[src/rtl/operand_input_reg.sv]
`default_nettype none
// ============================================================================
// Module   : operand_input_reg
// Brief    : Deserialises two LSB-first serial operands (A then B) and holds the
//            completed pair until the consumer acknowledges it.
// Revision : 1.0
// ============================================================================
module operand_input_reg #(
    parameter int WIDTH = 16
) (
    input  logic             clk_in,
    input  logic             rst_in,
    input  logic             serial_in,
    input  logic             bit_valid_in,
    input  logic             ack_in,
    output logic             ready_out,
    output logic [WIDTH-1:0] op_a_out,
    output logic [WIDTH-1:0] op_b_out,
    output logic             operands_rdy,
    output logic             overrun_err
);

    localparam int CW = (WIDTH > 1) ? $clog2(WIDTH) : 1;
    localparam logic [CW-1:0] c_LAST = CW'(WIDTH - 1);

    typedef enum logic [1:0] {
        RECV_A = 2'd0,
        RECV_B = 2'd1,
        FULL   = 2'd2
    } state_t;

    state_t           r_state;
    logic [CW-1:0]    r_cnt;
    logic [WIDTH-1:0] r_shreg;

    logic [WIDTH-1:0] w_word;
    logic             w_last;

    // The word as it will look once the current bit has been shifted in.
    assign w_word = {serial_in, r_shreg[WIDTH-1:1]};
    assign w_last = (r_cnt == c_LAST);

    always_ff @(posedge clk_in) begin
        if (rst_in) begin
            r_state      <= RECV_A;
            r_cnt        <= '0;
            r_shreg      <= '0;
            op_a_out     <= '0;
            op_b_out     <= '0;
            operands_rdy <= 1'b0;
            overrun_err  <= 1'b0;
            ready_out    <= 1'b1;
        end else begin
            case (r_state)
                RECV_A, RECV_B: begin
                    if (bit_valid_in) begin
                        r_shreg <= w_word;
                        if (w_last) begin
                            r_cnt <= '0;
                            if (r_state == RECV_A) begin
                                op_a_out <= w_word;
                                r_state  <= RECV_B;
                            end else begin
                                op_b_out     <= w_word;
                                operands_rdy <= 1'b1;
                                ready_out    <= 1'b0;
                                r_state      <= FULL;
                            end
                        end else begin
                            r_cnt <= r_cnt + CW'(1);
                        end
                    end
                end
                FULL: begin
                    // Bits arriving while the pair is held are lost; flag it.
                    if (bit_valid_in) begin
                        overrun_err <= 1'b1;
                    end
                    if (ack_in) begin
                        operands_rdy <= 1'b0;
                        ready_out    <= 1'b1;
                        r_state      <= RECV_A;
                    end
                end
                default: begin
                    r_state   <= RECV_A;
                    r_cnt     <= '0;
                    ready_out <= 1'b1;
                end
            endcase
        end
    end

endmodule
`default_nettype wire

[config.mk]
export PLATFORM = sky130hd
export DESIGN_NAME = operand_input_reg
export DESIGN_NICKNAME = d
export VERILOG_FILES = /design/src/rtl/operand_input_reg.sv
export SDC_FILE = /design/constraint.sdc
export NUM_CORES = 1
export LEC_CHECK = 0
export BUFFER_PORTS_ARGS = -buffer_cell sky130_fd_sc_hd__buf_2
export CORE_ASPECT_RATIO = 0.75
export CORE_MARGIN = 1
export CORE_UTILIZATION = 30
export DETAILED_ROUTE_END_ITERATION = 6
export RECOVER_POWER = 100
export REMOVE_ABC_BUFFERS = 1
export SYNTH_ARGS = -nofsm -noshare
export SYNTH_HDL_FRONTEND = slang
export SYNTH_SLANG_ARGS = --single-unit
export TNS_END_PERCENT = 10
[constraint.sdc]
create_clock -name clk_in -period 1.6 [get_ports clk_in]
set_input_delay 0.16 -clock clk_in [delete_from_list [all_inputs] [get_ports clk_in]]
set_output_delay 0.16 -clock clk_in [all_outputs]
set_load 0.01 [all_outputs]
# After elaboration in Yosys (flattened, before gate mapping)
# Cells that the tools add are included.
dict set report totals {
  ff_bits 57
  inputBits 5
  out_inout_bits 35
  elab_cells 47
}
dict set report op_classes {
  n_addsub 1
  eq_ne 7
  n_mux 18
  bitwise 2
  reduce_logical 11
}
# op n
set op_table {}
lappend op_table {{4-bit AND reduction} 3}
lappend op_table {{1-bit 2-to-1 mux} 8}
lappend op_table {{2-bit 2-to-1 mux} 4}
lappend op_table {{4-bit 2-to-1 mux} 2}
lappend op_table {{2-bit != test (second input constant)} 4}
lappend op_table {{4-bit one-hot mux with 2 select lines} 1}
lappend op_table {{2-bit AND reduction} 3}
lappend op_table {{5-bit AND reduction} 1}
lappend op_table {{4-bit by 1-bit adder with 4-bit output (second input constant)} 1}
lappend op_table {{4-bit == test (second input constant)} 1}
lappend op_table {{1-bit one-hot mux with 2 select lines} 2}
lappend op_table {{2-bit one-hot mux with 2 select lines} 1}
lappend op_table {{3-bit AND reduction} 1}
lappend op_table {{2-bit by 1-bit == test with 1-bit output (second input constant)} 1}
lappend op_table {{2-bit == test (second input constant)} 1}
lappend op_table {{2-bit logical NOT} 1}
lappend op_table {{1-bit inverter} 2}
lappend op_table {{2-bit nonzero test} 1}
lappend op_table {{2-bit OR reduction} 1}

# Logic depth before layout (Yosys ltp)
dict set report logic_depth {
  ltp_word 5
  ltp_mapped 8
  depth_no_buf 5
}

# Least setup slack after synthesis
# OpenSTA, ideal clock, no wires.
dict set report synth_path {
  path_type {reg-to-reg}
  start {register r_state[1]}
  end {register ready_out}
  setup_time_ps 120
  t_arrival_ps 1374
  required_ps 1480
  path_slack_ps 107
  stages_incl_launch_ff 7
  path_buffers 2
  period_less_slack_ps 1493
  cell_sequence {dfxtp_1 -> inv_1 -> ha_1 -> clkbuf_2 -> buf_2 -> a211o_1 -> a211o_1}
}
dict set report synth_via {
  elab_chain_len 4
  elab_cells_between_ends 10
  cone_classes {eq/ne: 6; mux: 1; reduce/logical: 3}
}
# item line
set synth_lines {}
lappend synth_lines {{start, declared} 32} ;# state_t r_state;
lappend synth_lines {{start signal, assigned} 45} ;# r_state <= RECV_A;
lappend synth_lines {{start signal, assigned} 62} ;# r_state <= RECV_B;
lappend synth_lines {{start signal, assigned} 67} ;# r_state <= FULL;
lappend synth_lines {{2-bit by 1-bit == test with 1-bit output / 2-bit logical NOT (equally long branches)} {54, 60}}
lappend synth_lines {{2-bit OR reduction} 54} ;# case (r_state)
lappend synth_lines {{2-bit != test (no line)} n/a}
lappend synth_lines {{4-bit AND reduction (no line)} n/a}
lappend synth_lines {{end signal, assigned} 52} ;# ready_out <= 1'b1;
lappend synth_lines {{end signal, assigned} 66} ;# ready_out <= 1'b0;
lappend synth_lines {{end signal, assigned} 81} ;# ready_out <= 1'b1;
lappend synth_lines {{end, declared} 16} ;# output logic ready_out,
# Parallel ways exist; a longest one is shown, timed or not.
# A chain may end at the register's enable or synchronous reset.

# Worst setup path in the final report
dict set report layout_path {
  start {register r_state[0]}
  end {register ready_out}
}
# The elaborated chain is that of the path after synthesis.

==> summary.md <==
| Metric | Value |
|---|---|
| Status | `finished clean` |
| DR vias | `between 2000 and 2500` |
| Max-cap violations | `0` |
| Fin nets | `between 300 and 400` |
| Postcts setup bufs | `0` |
| Dpl ws | `-28.0 ps` |
| Ys Warns | `0` |
| Antenna-violating nets left | `0` |
| Final Critical Period | `approximately 1600 ps` |
| Pwr dens | `between 800 and 900 nW/um2` |
| Avg Inst Size Synth | `8.30 um2` |
| Synth unique cells | `32` |
| Clk slew on worst S/H paths | `about 100 ps` |
| CTS Sinks | `between 50 and 60` |
| CTS tree | `built` |
| Post-layout util | `37.4%` |
| CP Max Fanout | `5` |
| Initial core utilization | `31.9%` |
| Nature of the critical path endpoint | `flip-flop` |
| # IOs | `40` |
| Worst setup SP type | `flip-flop` |
| Yosys reg bits | `56` |
| Req. time, crit path | `around 1800 ps` |
| Core box area | `~7000 um2` |
| WP data arrival | `between 1500 and 2000 ps` |
| Buffers on Ports | `39` |
| Slew Viols, Final | `0` |
| Cell Count, Final, Fillers Out | `approximately 400` |
| H-tree Lvls | `2` |
| Rows | `26` |
| Share of layout cells above drive strength 1 | `between 10% and 20%` |
| Routed vias/inst | `around 5.0` |
| Ant. Diodes | `0` |
| Combinational share of power | `approximately 2.9%` |
| Placed insts | `397` |
| Vias in the first global route | `roughly 1900` |
| Largest net degree at the start of global routing | `33` |
| Ys async rst share | `0%` |
| Worst vdd ir | `between 0.3 and 0.4 mV` |
| Router iterations before antenna repair | `4` |
| Skew final | `between 7 and 8 ps` |
| P_leak | `just over 0.8 nW` |
| F_max | `~0.63 GHz` |
| DP Area | `2560 um2` |
| Synthesized area | `~2200 um2` |
| Worst-path cell chain | `inv_1, ha_1, nor2b_1, a211o_1, a211o_1` |
| Slew Limit Headroom | `a little under two thirds` |
| Slowest stage cell on the critical path | `dfxtp_2` |
| Internal | `around 1.7 mW` |
| EDFF count, synth | `0` |
| Hold Path Class | `in2reg` |
| Post-Syn Instances | `around 270` |
| Crit Path Class | `reg2reg` |
| P&R area growth vs syn | `17.2%` |
| DIE HEIGHT | `76.7 um` |
| Worst slew pin tran | `about 530 ps` |
| Switching share of total power | `around 22%` |
| Hold WS | `144 ps` |
| Total die area | `7790 um2` |
| Period utilization | `99.0%` |
| First-pass GRT wire length | `between 9000 and 10000 um` |
| Reg power frac | `about 64%` |
| Hold Fails Final Rpt | `0` |
| Top FF cell, synth | `dfxtp_1` |
| Crit-path max cell delay | `380 ps` |
| Clock Latency Late Sink | `between 300 and 400 ps` |
| Maximum buffer depth of the clock tree | `2` |
| Initial antenna violation count | `0` |
| Die Wd | `around 100 um` |
| WL per Instance | `around 14 um` |
| Placer Congestion | `~0.74` |
| First-iteration detailed-routing DRC count | `about 110` |
| Worst path most repeated cell | `a211o_1` |
| Gr ovfl total | `0` |
| WL final | `5490 um` |
| Sequential area share after synthesis | `between 50% and 60%` |
| Clock network fraction of total power | `between 30% and 40%` |
| Final count of negative-setup-slack endpoints | `0` |
| Post-route DRC | `0` |
| P_sw | `between 0.4 and 0.5 mW` |
| Number of clock buffers inserted by TritonCTS | `5` |
| Finished layout cell area | `between 2000 and 3000 um2` |
| Clk root buf | `clkbuf_8` |
| GRT Resource Usage Total | `roughly 15%` |
| Setup WS post-layout | `~16 ps` |
| RSZ-0062 raised after global routing | `true` |
| Post-DP HPWL | `around 3700 um` |
## layout by cell type, fill, tap and decap left out, types with 2 or more instances in the layout
cell type and count:
or4b_1 2, ha_4 2, buf_6 2, o21ai_0 35
nand2b_1 2, dfxtp_1 55, clkbuf_8 5, o31ai_1 2
nand3_1 33, buf_2 4, nand2_1 34, ha_1 2
a21oi_1 53, clkbuf_1 36, inv_1 2, nor2_1 2
a211o_1 2, buf_4 10, or4_1 3, nor2b_1 2
## critical path, delay by kind of cell, from the launching register on
kind,cells,cell delay (ps)
AOI/OAI and AO/OA,2,570
DFF,1,380
adders and majority gates,1,240
buffers and inverters,1,100
and+or+nand+nor,1,180
## power by group through the flow
stage | combinational, mW | sequential [mW] | clock, mW
final | 0.0649 | 1.41 | 0.742
after global routing | 0.0714 | 1.41 | 0.823
after CTS | 0.0655 | 1.41 | 0.773
after detailed placement | 0.0654 | 1.44 | 0
after global placement | 0.0643 | 1.44 | 0
after floorplan | 0.0224 | 1.44 | 0
## synth_stat cells, types with 2 or more instances
master / number / area, um2
nand2_1: 34 / 128
o21ai_0: 35 / 175
nand3_1: 33 / 165
ha_1: 4 / 50.1
or4b_1: 2 / 20.0
nor2_1: 2 / 7.51
o31ai_1: 2 / 15.0
inv_1: 3 / 11.3
buf_2: 7 / 35.0
buf_4: 2 / 15.0
a211o_1: 2 / 17.5
nor2b_1: 2 / 12.5
clkbuf_1: 10 / 37.5
nand2b_1: 2 / 12.5
dfxtp_1: 56 / 1120
clkbuf_2: 3 / 15.0
or4_1: 3 / 22.5
a21oi_1: 53 / 265
## cell type report
type | instances | area [um2]
Inverter | 3 | 11.3
Fill cell | 746 | 4380
Sequential cell | 56 | 1120
Clock inverter | 1 | 5.00
Tap cell | 98 | 123
Multi-Input combinational cell | 187 | 1020
Clock buffer | 6 | 72.6
Timing Repair Buffer | 53 | 262
## routing by layer
layer  vias up  track usage [%]  part of all wire (%)
li1       1018                -                     -
met1       945             21.9                    54
met2        45             21.8                    40
met3         5             3.65                   4.5
met4         0             2.61                  0.62
met5         -                0                     0
## worst paths after layout
path	startpoint	end	slack [ps]	cells after the start
setup reg to reg	r_state[0]$_SDFFE_PP0P_	ready_out$_SDFFE_PP1P_	20	5
setup / recovery	r_state[0]$_SDFFE_PP0P_	ready_out$_SDFFE_PP1P_	20	5
hold reg to reg	overrun_err$_SDFFE_PP0P_	overrun_err$_SDFFE_PP0P_	480	2
hold / removal	serial_in	op_b_out[15]$_SDFFE_PP0P_	140	3
## cell families (layout without fill, tap and decap cells)
group	count (synthesis)	in the layout	synth area share [%]
DFF	56	56	50.2
muxes	1	1	0.448
adders and majority gates	4	4	2.24
AOI/OAI and AO/OA	96	96	22.5
buffers and inverters	26	63	5.27
and+or+nand+nor	86	86	19.3
## what timing repair did
action | 4_1_cts | 5_1_grt
resized for setup | 2 | 6
endpoints found under the setup margin | 11 | 35
hold buffers | 0 | 0
## per-stage QoR
stage	power, mW	TNS [ps]
CTS	2.24	0
finish	2.21	0
floorplan	1.46	-6650
detailed placement	1.50	-61.8
global route	2.30	-52.7
global placement	1.50	0
## registers in the layout (all words and copies together), names as in the netlist
name and cells:
op_a_out 16, op_b_out 16, operands_rdy 1, overrun_err 1, r_cnt 4, r_shreg 15, r_state 2, ready_out 1
Power figures use the tool's default switching activity.
